$ cat config.mk
export PLATFORM = sky130hd
export DESIGN_NAME = gpr_file_mp
export DESIGN_NICKNAME = d
export VERILOG_FILES = /design/src/rtl/gpr_file_mp.sv
export SDC_FILE = /design/constraint.sdc
export NUM_CORES = 2
export LEC_CHECK = 0
export ABC_CLOCK_PERIOD_IN_PS = 6150
export CORE_AREA = 4 4 367 369
export DETAILED_ROUTE_END_ITERATION = 7
export DIE_AREA = 0 0 371 373
export SLEW_MARGIN = 20
export SYNTH_ARGS = -nofsm -noshare
export SYNTH_HDL_FRONTEND = slang
export SYNTH_SLANG_ARGS = --single-unit
$ cat constraint.sdc
create_clock -name clk -period 6.15 [get_ports clk]
set_input_delay 1.23 -clock clk [delete_from_list [all_inputs] [get_ports clk]]
set_output_delay 1.23 -clock clk [all_outputs]
set_load 0.005 [all_outputs]
$ cat src/rtl/gpr_file_mp.sv
// Multi-port GPR file: clear-sweep FSM after reset, highest write port wins on conflicts.
// Optional same-cycle write-to-read forwarding when REGFILE_BYPASS_EN is defined.
module gpr_rd_port #(
  parameter int DW       = 32,
  parameter int DEPTH    = 32,
  parameter int AW       = 5,
  parameter int ZERO_REG = 1
) (
  input  logic [DEPTH-1:0][DW-1:0] mem_i,
  input  logic                     ready_i,
  input  logic [AW-1:0]            addr_i,
  input  logic                     fwd_vld_i,
  input  logic [DW-1:0]            fwd_data_i,
  output logic [DW-1:0]            data_o
);
  always_comb begin
    data_o = '0;
    if (ready_i && !(ZERO_REG != 0 && addr_i == '0))
      data_o = fwd_vld_i ? fwd_data_i : mem_i[addr_i];
  end
endmodule

module gpr_file_mp #(
  parameter int DW       = 32,
  parameter int DEPTH    = 32,
  parameter int AW       = 5,
  parameter int NUM_RD   = 2,
  parameter int NUM_WR   = 1,
  parameter int ZERO_REG = 1
) (
  input  logic                 clk,
  input  logic                 rst,
  input  logic [NUM_RD*AW-1:0] rd_addr,
  output logic [NUM_RD*DW-1:0] rd_data,
  input  logic [NUM_WR-1:0]    wr_en,
  input  logic [NUM_WR*AW-1:0] wr_addr,
  input  logic [NUM_WR*DW-1:0] wr_data,
  output logic                 ready
);
  typedef enum logic {CLEAR, READY} state_e;

  state_e                  state_q, state_d;
  logic [AW-1:0]           clr_cnt_q, clr_cnt_d;
  logic                    ready_q, ready_d;
  logic [DEPTH-1:0][DW-1:0] mem_q, mem_d;

  always_comb begin
    state_d   = state_q;
    clr_cnt_d = clr_cnt_q;
    ready_d   = ready_q;
    case (state_q)
      CLEAR: begin
        clr_cnt_d = clr_cnt_q + 1'b1;
        if (clr_cnt_q == AW'(DEPTH-1)) begin
          state_d = READY;
          ready_d = 1'b1;
        end
      end
      READY:   ;
      default: state_d = CLEAR;
    endcase
  end

  always_ff @(posedge clk) begin
    if (rst) begin
      state_q   <= CLEAR;
      clr_cnt_q <= '0;
      ready_q   <= 1'b0;
    end else begin
      state_q   <= state_d;
      clr_cnt_q <= clr_cnt_d;
      ready_q   <= ready_d;
    end
  end

  // Later ports overwrite earlier ones in the loop, so the highest index wins.
  always_comb begin
    mem_d = mem_q;
    if (!rst) begin
      if (state_q == CLEAR) begin
        mem_d[clr_cnt_q] = '0;
      end else begin
        for (int j = 0; j < NUM_WR; j++)
          if (wr_en[j] && !(ZERO_REG != 0 && wr_addr[j*AW +: AW] == '0))
            mem_d[wr_addr[j*AW +: AW]] = wr_data[j*DW +: DW];
      end
    end
  end

  always_ff @(posedge clk) mem_q <= mem_d;

  assign ready = ready_q;

  for (genvar i = 0; i < NUM_RD; i++) begin : g_rd
    logic [AW-1:0] ra;
    logic          fwd_vld;
    logic [DW-1:0] fwd_data;
    assign ra = rd_addr[i*AW +: AW];
`ifdef REGFILE_BYPASS_EN
    always_comb begin
      fwd_vld  = 1'b0;
      fwd_data = '0;
      for (int j = 0; j < NUM_WR; j++)
        if (wr_en[j] && wr_addr[j*AW +: AW] == ra) begin
          fwd_vld  = 1'b1;
          fwd_data = wr_data[j*DW +: DW];
        end
    end
`else
    assign fwd_vld  = 1'b0;
    assign fwd_data = '0;
`endif
    gpr_rd_port #(.DW(DW), .DEPTH(DEPTH), .AW(AW), .ZERO_REG(ZERO_REG)) u_rd (
      .mem_i      (mem_q),
      .ready_i    (ready_q),
      .addr_i     (ra),
      .fwd_vld_i  (fwd_vld),
      .fwd_data_i (fwd_data),
      .data_o     (rd_data[i*DW +: DW])
    );
  end
endmodule
==> run metrics <==
CTS resizes=0; Clock power frac=0.398; fin cells=6946; Core Area=around 0.13 mm2; setup TNS=0 ns; kind of critical path=in -> out; Yosys cell types=45; Syn Nets=about 5200; count of input and output buffers=114; final total power=around 18 mW; Clock transition at path regs=about 0.060 ns; CP Launch Type=input pin; most frequent cell after synthesis=edfxtp_1; P_leak=25.2 nW; Rows=~130; R2R cell count=3; Initial Utilization=0.448; vias per cell=about 6.9; status=complete, no violations; Nets=roughly 5200; CTS Buffer Depth=3; switching share of power=0.257; Fin Clk Skew=about 0.020 ns; VDD IR-drop max=~0.24 mV; H-tree Lvls=3; initial antenna violation count=9; Net Switching=roughly 4.5 mW; chip height=between 300 and 400 um; fmax=roughly 0.18 GHz; slowest cell on the critical path=a31oi_1; ys async rst share=0; mapped cell area=~0.059 mm2; Comb pwr share=0.115; I/O pin count=around 120; Post-synth EDFFs=slightly above 1000; # setup viols final=0; critical path's largest stage delay=0.60 ns; Power Internal=between 10 and 15 mW; post-synthesis cell count=~5200; placed insts=6739; vias in the first global route=about 45000; transition time of the tightest slew-check pin=1.21 ns; DR iter-0 viols=between 7000 and 8000; Syn. warnings=0; final critical-path share of the clock period=0.923; Sink Count=1031; die width=about 370 um; antenna viol nets, final=0; largest net degree at the start of global routing=79; reg2reg setup slack=just over 3 ns; Mean Syn Cell Area=between 10 and 15 um2; worst hold slack=approximately 0.58 ns; crit path cell chain=clkbuf_8 > buf_4 > mux4_2 > a22o_1 > a31oi_1 > nand4_1 > clkdlybuf4s50_1; buffer count from post-CTS setup fixing=0; CTS tree=done; RSZ-0062 raised after global routing=no; share of the synthesized area in the top cell type=0.523; Worst-Skew Late Latency=0.74 ns; final core utilization=0.507; total track usage=0.326; total gr overflow=0; Final Hold Fails=0; Synth top cells by count=1024 x edfxtp_1, 969 x nand2_1, 672 x o21ai_0; iteration count of the initial detailed-routing pass=7; Max Cap Violations=0; worst r2r src=state_q; total CTS buffers=110; ranking of synthesized cells by area=edfxtp_1 52%, mux4_2 9.6%, mux2i_1 9.0%; CP max FO=40; Post-DP HPWL=between 100 and 150 mm; Critical Path End=rd_data[49]; routability cong.=around 0.96; clk root buf=clkbuf_16; first-pass GRT wire length=~330 mm; Total Routed Length=roughly 230 mm; setup slack at placement=roughly 0.64 ns; Cell Area, Placed=0.0628 mm2; share of cells above drive strength 1=0.147; crit end category=output pin; area leader, netlist=edfxtp_1; Slew Limit Fails=0; CTS Hold Bufs=0; crit path from=rd_addr[5]; Final min period=5.68 ns; Power Density=around 270 mW/mm2; Min-Delay Path Class=reg -> reg; DR vias=47700; wire per inst=~33 um; Critical Path RT=4.92 ns; synthesized flop and latch total=1031; Area growth, synth to finish=13.1%; Remaining DRCs=0; worst setup margin=approximately 0.47 ns; Design Area, Final=~0.066 mm2; sequential power share=0.487; dominant synthesized flop cell=edfxtp_1; CP arrival=~4.5 ns; register area share after synthesis=0.525; reg2reg end=mem_q[865]; Max-slew headroom=0.194; die area=about 0.14 mm2
registers in the layout, indices dropped and copies added, names as in the netlist:
signal and flops:
mem_q 1024, state_q 1, clr_cnt_q 5, ready 1
metal layers:
layer	global-route usage	up-vias	wire, um
met4	0.144	4	11600
met3	0.0963	770	31000
met5	0	-	22
li1	-	19700	-
met2	0.494	3543	103000
met1	0.435	23700	86000
placed cells by master (no fill, tap or decap), types with 37 or more instances in the layout:
cell / instances
mux2i_1: 526
clkdlybuf4s50_1: 108
nor2_1: 37
a31oi_1: 61
o21ai_0: 672
a21oi_4: 44
a21oi_1: 38
nand2_1: 958
a22oi_1: 237
a22o_1: 214
nand3_1: 152
nand4_1: 60
buf_4: 207
clkbuf_16: 114
o21ai_1: 193
mux4_2: 250
edfxtp_1: 1024
area by class of cell:
cell class | count | area [um2]
multi-input cells | 3587 | 26500
clock inverters | 65 | 683
repair buffers | 339 | 3090
fillers | 11800 | 64700
diodes | 4 | 10.0
inverters | 27 | 101
flip-flops and latches | 1031 | 30900
clock buffers | 138 | 3000
well taps | 1755 | 2200
power by group through the flow:
stage / logic, mW / clock network [mW] / registers (mW)
3_3_place_gp: 1.95 / 0 / 8.72
3_5_place_dp: 1.98 / 0 / 8.74
5_1_grt: 2.14 / 7.31 / 8.65
2_1_floorplan: 1.31 / 0 / 8.63
6_report: 2.03 / 7.03 / 8.61
4_1_cts: 1.98 / 7.04 / 8.60
critical path, delay by kind of cell:
kind	cells	cell delay (ns)
buffers and inverters	3	1.36
AND/OR/NAND/NOR	1	0.28
AO/OA/AOI/OAI	2	0.90
multiplexers	1	0.54
worst min-delay path by stage:
stage / startpoint / to / slack, ns / depth (start not counted)
global route: mem_q[733] / mem_q[733] / 0.60 / 2
global placement: mem_q[448] / mem_q[448] / 0.55 / 2
detailed placement: mem_q[484] / mem_q[484] / 0.56 / 2
CTS: mem_q[484] / mem_q[484] / 0.58 / 2
floorplan: mem_q[320] / mem_q[320] / 0.53 / 2
finish: mem_q[113] / mem_q[113] / 0.58 / 2
logic make-up (layout without fill, tap and decap cells):
kind of cell,Yosys count,count (layout),share of synthesized area
flops,1031,1031,0.525
other cells,0,4,0
fa+ha+maj,5,5,0.00106
compound gates,1486,1486,0.153
buf+inv,535,569,0.0410
simple gates,1317,1317,0.0941
mux,776,776,0.185
xor+xnor,3,3,0.000447
(Power assumes the default switching activity.)
